File: src/rtl/pong_game_engine.sv
// Pong game engine: ball, paddle and score state advanced once per video frame tick.
// All outputs are registered; the POINT state lasts a single clk50M cycle.
module pong_game_engine #(
  parameter int H_RES        = 640,
  parameter int V_RES        = 480,
  parameter int BALL_SIZE    = 8,
  parameter int BALL_SPEED   = 2,
  parameter int PADDLE_W     = 8,
  parameter int PADDLE_H     = 64,
  parameter int PADDLE_SPEED = 4,
  parameter int P1_X         = 600,
  parameter int P2_X         = 0,
  parameter int SERVE_DELAY  = 60,
  parameter int SCORE_MAX    = 9
) (
  input  logic       clk50M,
  input  logic       reset_n,
  input  logic       endofframe,
  input  logic       p1_up,
  input  logic       p1_down,
  input  logic       p2_up,
  input  logic       p2_down,
  input  logic       serve_req,
  output logic [9:0] ball_x,
  output logic [9:0] ball_y,
  output logic [9:0] paddle_one_y,
  output logic [9:0] paddle_two_y,
  output logic [3:0] score_one,
  output logic [3:0] score_two,
  output logic       game_over,
  output logic [2:0] state
);

  typedef enum logic [2:0] {
    IDLE       = 3'd0,
    SERVE_WAIT = 3'd1,
    PLAY       = 3'd2,
    POINT      = 3'd3,
    GAME_OVER  = 3'd4
  } state_t;

  localparam int              CW       = $clog2(SERVE_DELAY + 1);
  localparam logic [9:0]      BX0      = 10'((H_RES - BALL_SIZE) / 2);
  localparam logic [9:0]      BY0      = 10'((V_RES - BALL_SIZE) / 2);
  localparam logic [9:0]      PY0      = 10'((V_RES - PADDLE_H) / 2);
  localparam logic [10:0]     PAD_MAX  = 11'(V_RES - PADDLE_H);
  localparam logic [10:0]     BY_MAX   = 11'(V_RES - BALL_SIZE);
  localparam logic [10:0]     BX_MAX   = 11'(H_RES - BALL_SIZE);
  localparam logic [10:0]     BS       = 11'(BALL_SIZE);
  localparam logic [10:0]     SPD      = 11'(BALL_SPEED);
  localparam logic [10:0]     PSPD     = 11'(PADDLE_SPEED);
  localparam logic [10:0]     PH       = 11'(PADDLE_H);
  localparam logic [10:0]     X1       = 11'(P1_X);
  localparam logic [10:0]     X2R      = 11'(P2_X + PADDLE_W);
  localparam logic [CW-1:0]   CNT_LAST = CW'(SERVE_DELAY - 1);
  localparam logic [3:0]      SMAX     = 4'(SCORE_MAX);

  state_t        cur, nxt;
  logic          dx, dy, point_two;
  logic [CW-1:0] cnt;

  logic [9:0]    bx_d, by_d, p1_d, p2_d;
  logic [3:0]    s1_d, s2_d;
  logic          go_d, dx_d, dy_d, pt2_d;
  logic [CW-1:0] cnt_d;

  logic [10:0]   bxw, byw, p1w, p2w;
  logic          hit_one, hit_two, miss_right, miss_left;
  logic [9:0]    x_step, y_step, p1_step, p2_step;
  logic          dy_step;
  logic [3:0]    score_inc;

  function automatic logic [9:0] paddle_step(input logic [9:0] y, input logic up,
                                             input logic down);
    logic [10:0] yw;
    yw = {1'b0, y};
    paddle_step = y;
    if (up && !down)
      paddle_step = (yw < PSPD) ? '0 : 10'(yw - PSPD);
    else if (down && !up)
      paddle_step = (yw + PSPD > PAD_MAX) ? 10'(PAD_MAX) : 10'(yw + PSPD);
  endfunction

  // Candidate ball motion, evaluated against the paddle positions held before this tick.
  always_comb begin
    bxw        = {1'b0, ball_x};
    byw        = {1'b0, ball_y};
    p1w        = {1'b0, paddle_one_y};
    p2w        = {1'b0, paddle_two_y};
    p1_step    = paddle_step(paddle_one_y, p1_up, p1_down);
    p2_step    = paddle_step(paddle_two_y, p2_up, p2_down);
    hit_one    = dx && (bxw + BS <= X1) && (bxw + BS + SPD >= X1)
                 && (byw + BS > p1w) && (byw < p1w + PH);
    hit_two    = !dx && (bxw >= X2R) && (bxw <= X2R + SPD)
                 && (byw + BS > p2w) && (byw < p2w + PH);
    miss_right = dx && (bxw + SPD > BX_MAX);
    miss_left  = !dx && (bxw < SPD);
    x_step     = dx ? 10'(bxw + SPD) : 10'(bxw - SPD);
    // Wall limits are tested per direction, so the signed "next y <= 0" never materialises.
    if (dy) begin
      if (byw + SPD >= BY_MAX) begin
        y_step  = 10'(BY_MAX);
        dy_step = 1'b0;
      end else begin
        y_step  = 10'(byw + SPD);
        dy_step = 1'b1;
      end
    end else begin
      if (byw <= SPD) begin
        y_step  = '0;
        dy_step = 1'b1;
      end else begin
        y_step  = 10'(byw - SPD);
        dy_step = 1'b0;
      end
    end
    score_inc  = (point_two ? score_two : score_one) + 4'd1;
  end

  always_comb begin
    nxt   = cur;
    bx_d  = ball_x;
    by_d  = ball_y;
    p1_d  = paddle_one_y;
    p2_d  = paddle_two_y;
    s1_d  = score_one;
    s2_d  = score_two;
    go_d  = game_over;
    dx_d  = dx;
    dy_d  = dy;
    cnt_d = cnt;
    pt2_d = point_two;
    case (cur)
      IDLE: begin
        if (serve_req) begin
          nxt   = SERVE_WAIT;
          cnt_d = '0;
        end
      end
      SERVE_WAIT: begin
        if (endofframe) begin
          p1_d  = p1_step;
          p2_d  = p2_step;
          cnt_d = cnt + CW'(1);
          if (cnt == CNT_LAST) nxt = PLAY;
        end
      end
      PLAY: begin
        if (endofframe) begin
          p1_d = p1_step;
          p2_d = p2_step;
          if (hit_one) begin
            bx_d = 10'(X1 - BS);
            dx_d = 1'b0;
            by_d = y_step;
            dy_d = dy_step;
          end else if (hit_two) begin
            bx_d = 10'(X2R);
            dx_d = 1'b1;
            by_d = y_step;
            dy_d = dy_step;
          end else if (miss_right || miss_left) begin
            nxt   = POINT;
            pt2_d = miss_right;
          end else begin
            bx_d = x_step;
            by_d = y_step;
            dy_d = dy_step;
          end
        end
      end
      POINT: begin
        if (point_two) s2_d = score_inc;
        else           s1_d = score_inc;
        if (score_inc == SMAX) begin
          nxt  = GAME_OVER;
          go_d = 1'b1;
        end else begin
          nxt   = SERVE_WAIT;
          bx_d  = BX0;
          by_d  = BY0;
          dx_d  = point_two;
          cnt_d = '0;
        end
      end
      GAME_OVER: begin
        if (serve_req) begin
          nxt   = SERVE_WAIT;
          s1_d  = '0;
          s2_d  = '0;
          go_d  = 1'b0;
          bx_d  = BX0;
          by_d  = BY0;
          cnt_d = '0;
        end
      end
      default: nxt = IDLE;
    endcase
  end

  always_ff @(posedge clk50M or negedge reset_n) begin
    if (!reset_n) begin
      cur          <= IDLE;
      ball_x       <= BX0;
      ball_y       <= BY0;
      paddle_one_y <= PY0;
      paddle_two_y <= PY0;
      score_one    <= '0;
      score_two    <= '0;
      game_over    <= 1'b0;
      dx           <= 1'b1;
      dy           <= 1'b1;
      cnt          <= '0;
      point_two    <= 1'b0;
    end else begin
      cur          <= nxt;
      ball_x       <= bx_d;
      ball_y       <= by_d;
      paddle_one_y <= p1_d;
      paddle_two_y <= p2_d;
      score_one    <= s1_d;
      score_two    <= s2_d;
      game_over    <= go_d;
      dx           <= dx_d;
      dy           <= dy_d;
      cnt          <= cnt_d;
      point_two    <= pt2_d;
    end
  end

  assign state = cur;

endmodule

File: config.mk
export PLATFORM = sky130hd
export DESIGN_NAME = pong_game_engine
export DESIGN_NICKNAME = d
export VERILOG_FILES = /design/src/rtl/pong_game_engine.sv
export SDC_FILE = /design/constraint.sdc
export NUM_CORES = 1
export LEC_CHECK = 0
export ABC_AREA = 1
export CAP_MARGIN = 20
export CORE_ASPECT_RATIO = 1.1
export CORE_UTILIZATION = 40
export CTS_CLUSTER_DIAMETER = 100
export CTS_CLUSTER_SIZE = 8
export DETAILED_ROUTE_END_ITERATION = 7
export GPL_TIMING_DRIVEN = 1
export PLACE_DENSITY_LB_ADDON = 0.2
export SYNTH_ARGS = -nofsm -noshare
export SYNTH_HDL_FRONTEND = slang
export SYNTH_SLANG_ARGS = --single-unit
File: constraint.sdc
create_clock -name clk50M -period 3.5 [get_ports clk50M]
set_input_delay 0.7 -clock clk50M [delete_from_list [all_inputs] [get_ports clk50M]]
set_output_delay 0.7 -clock clk50M [all_outputs]
set_load 0.005 [all_outputs]
==> key figures <==
Status
  – Status: finished, final reports clean

Clocking
  – H-tree depth: 2
  – Total CTS buffers: 5
  – Worst-path clk slew: around 0.08 ns
  – Cts hold-fix bufs: 0
  – CTS root buf: clkbuf_16
  – Max clock buf depth: 2
  – Postcts setup bufs: 0
  – Clk sink count: between 50 and 60
  – Worst-Skew Late Latency: slightly above 0.3 ns
  – CTS tree: yes
  – Post-cts sizing count: 0

Die
  – Io pins: 60
  – Initial Util: 0.417
  – DIE AREA: 15,100 um2
  – Core Region: roughly 14,000 um2
  – Die Wd: roughly 120 um
  – Chip height: roughly 130 um
  – # rows: 45

Worst setup path
  – Crit path largest cell delay: around 0.58 ns
  – CP bufs+invs: 2
  – Crit path max fanout: 31
  – Critical Path Source Type: register
  – Req. time, crit path: between 3 and 4 ns
  – Setup crit start: ball_y[3]$_DFFE_PN1P_
  – FF-to-FF End: ball_x[6]$_DFFE_PN0P_
  – Worst setup EP type: register
  – Critical Path AT: between 3 and 4 ns
  – Crit path kind: reg2reg
  – Depth of the most critical reg-to-reg path: 17
  – Flop-to-flop setup slack: 0.41 ns
  – CP delay by family, top: simple AND/OR/NAND/NOR gates
  – FF-to-FF Start: ball_y[3]$_DFFE_PN1P_
  – CP max-delay cell: dfstp_2
  – Worst-path cell chain: ha_1, nand2_1, nor2_1, xor2_1, inv_1, ha_1, nand2_1, inv_1, nand3_1, nor2_1, nor2_1, a21oi_2, nand4_4, nand3_4, nand2_8, nand2_1, o21ai_2

STA
  – Final setup viols: 0
  – Slew headroom: 0.511
  – Slew Limit Fails: 0
  – Post-Route Skew: about 0.0059 ns
  – TNS Setup: 0 ns
  – Final Hold Vio Count: 0
  – RSZ-0062 raised after global routing: false
  – Final WS setup: slightly above 0.4 ns
  – Min Tclk post-route: a little over 3 ns
  – Slew @ Worst Pin: ~0.73 ns
  – Fmax: approximately 320 MHz
  – Tcrit/Tclk final: 0.883

Power and ir drop
  – P_leak: approximately 0.0032 uW
  – PD cells: around 870 nW/um2
  – Worst IR Drop VDD: approximately 330 uV
  – Pwr Total: around 5800 uW

Logic synthesis
  – FFs w/ async S/R, synth: 1.00
  – Cell Area, Synth: ~6000 um2
  – Yosys Warn Count: 0
  – Synthesized area per cell: approximately 7.0 um2
  – Yosys top cell area share: 0.158
  – Main synth FF type: dfrtp_1
  – Post-synth top area cell: dfrtp_1
  – Sequential share of the synthesized area: 0.239
  – Seq cells post-synth: 55
  – Largest cells by area after synthesis: dfrtp_1, nand2_1, ha_1
  – Distinct cells, synth: 55
  – Post-Syn Instances: 840
  – Post-synth EDFFs: 0

Detailed routing
  – DRC: 0
  – Drt initial violations: between 200 and 300
  – Via density: between 5 and 6
  – Initial DRT Pass Iterations: 5
  – Via count: 5,553
  – Drt total wl: approximately 15,000 um
  – Routed wire per std cell: around 14 um
  – Antenna-violating nets left: 0

Layout
  – Layout area overhead: 14.2%
  – Footprint of the multi-input gates: 3860 um2
  – Sequential cell area: 1400 um2
  – Diode count: 0
  – Fillers: around 1.4k
  – Share of cells above drive strength 1: 0.121
  – Final Net Count: roughly 950

Placed design
  – RePlAce Congestion: ~0.90
  – Dpl hpwl: ~12,000 um
  – Post-place setup slack: about 0.34 ns
  – Port Buf Inserts: 53

Flow run
  – Max-cap viol count: 0

Global routing
  – Total congestion overflow: 0
  – Vias in the first global route: 5,188
  – Tot GR Track Use: 0.213
  – First-pass GRT wire length: roughly 25,000 um
  – Pin count of the biggest net entering global routing: 32
  – Initial antenna violation count: 0

Worst hold path
  – HP Class: in2async
-- power breakdown --
| part | switching [uW] | total, uW | internal [uW] | leakage (uW) |
|---|---|---|---|---|
| sequential | 433 | 1370 | 936 | 0.000673 |
| clock | 274 | 547 | 273 | 0.0000719 |
| combinational | 2300 | 3910 | 1610 | 0.00241 |
| total | 3000 | 5820 | 2820 | 0.00316 |
-- how the worst max path moves through the flow --
stage,end,slack [ns],depth (start not counted)
2_1_floorplan,ball_y[1]$_DFFE_PN0P_,0.86,15
3_3_place_gp,ball_x[6]$_DFFE_PN0P_,0.43,16
3_5_place_dp,ball_x[6]$_DFFE_PN0P_,0.34,17
4_1_cts,ball_x[6]$_DFFE_PN0P_,0.32,17
5_1_grt,ball_x[6]$_DFFE_PN0P_,0.09,17
6_report,ball_x[6]$_DFFE_PN0P_,0.41,17
-- kinds of logic (layout without fill, tap and decap cells) --
logic type	Yosys count	after routing	share of synthesized area
AOI/OAI and AO/OA	149	149	0.158
xor gates and xnor gates	35	35	0.0538
adders and majority gates	56	56	0.120
buffers and inverters	140	184	0.105
DFF	55	55	0.239
other	1	6	0.000642
and+or+nand+nor	404	404	0.323
-- layout make-up --
class / instances / share of cell area
clock buffers: 5 / 0.0188
clock inverters: 3 / 0.00413
inverters: 113 / 0.0640
multi-input cells: 650 / 0.578
flip-flops and latches: 55 / 0.210
well taps: 188 / 0.0353
repair buffers: 63 / 0.0900
-- worst reg2reg max path, delay by kind of cell (launching register included) --
family / cells / cell delay, ns
simple gates: 10 / 1.32
flops: 1 / 0.58
fa+ha+maj: 2 / 0.49
compound gates: 2 / 0.28
xor+xnor: 1 / 0.16
buf+inv: 2 / 0.13
-- registers in the layout (all words and copies together) (netlist names) --
name          cells
ball_x            9
ball_y            9
paddle_one_y      8
paddle_two_y      8
cnt               6
score_one         4
score_two         4
state             3
dx                1
dy                1
game_over         1
point_two         1
-- cell usage after synthesis, types with 4 or more instances --
cell type  number
inv_2           7
nor4_1          4
a22oi_1         4
dfrtp_1        37
nor2_1         70
o21ai_1         6
buf_4          10
inv_1         102
o21ai_2        16
buf_2           8
o211ai_1       11
nand4_1        22
xnor2_1         4
nor2_2          6
nand2_1       198
nor3_1          8
nand3_2         4
nand2_2        18
xor2_1         30
dfstp_2        18
buf_6           5
a21oi_1        40
a31oi_1         5
o21ai_0        48
clkbuf_1        4
ha_1           56
nand3_1        56
-- layer usage --
metal | track usage | wire length, um | vias up
li1 | - | - | 2863
met1 | 0.277 | 7020 | 2564
met2 | 0.363 | 7270 | 105
met3 | 0.0339 | 517 | 21
met4 | 0.0573 | 228 | 0
met5 | 0 | 0 | -
-- through the flow --
step                instance area, um2  utilization  hold WS (ns)  cells
global placement                  6510        0.464         0.470   1069
global route                      6670        0.476         0.490   1077
detailed placement                6510        0.464         0.466   1069
CTS                               6660        0.475         0.470   1077
floorplan                         5860            -         0.404    845
finish                            6670        0.476         0.442   1077
-- cells in the final DEF, fill, tap and decap left out, types with 7 or more instances in the layout --
| cell | n |
|---|---|
| nand2_1 | 198 |
| inv_2 | 7 |
| clkdlybuf4s50_1 | 52 |
| a21oi_1 | 40 |
| buf_4 | 10 |
| nor3_1 | 8 |
| o21ai_0 | 48 |
| ha_1 | 56 |
| dfstp_2 | 18 |
| inv_1 | 102 |
| nand4_1 | 22 |
| o21ai_2 | 16 |
| nand2_2 | 18 |
| xor2_1 | 30 |
| nand3_1 | 56 |
| nor2_1 | 70 |
| o211ai_1 | 11 |
| dfrtp_1 | 37 |
Power figures use the tool's default switching activity.
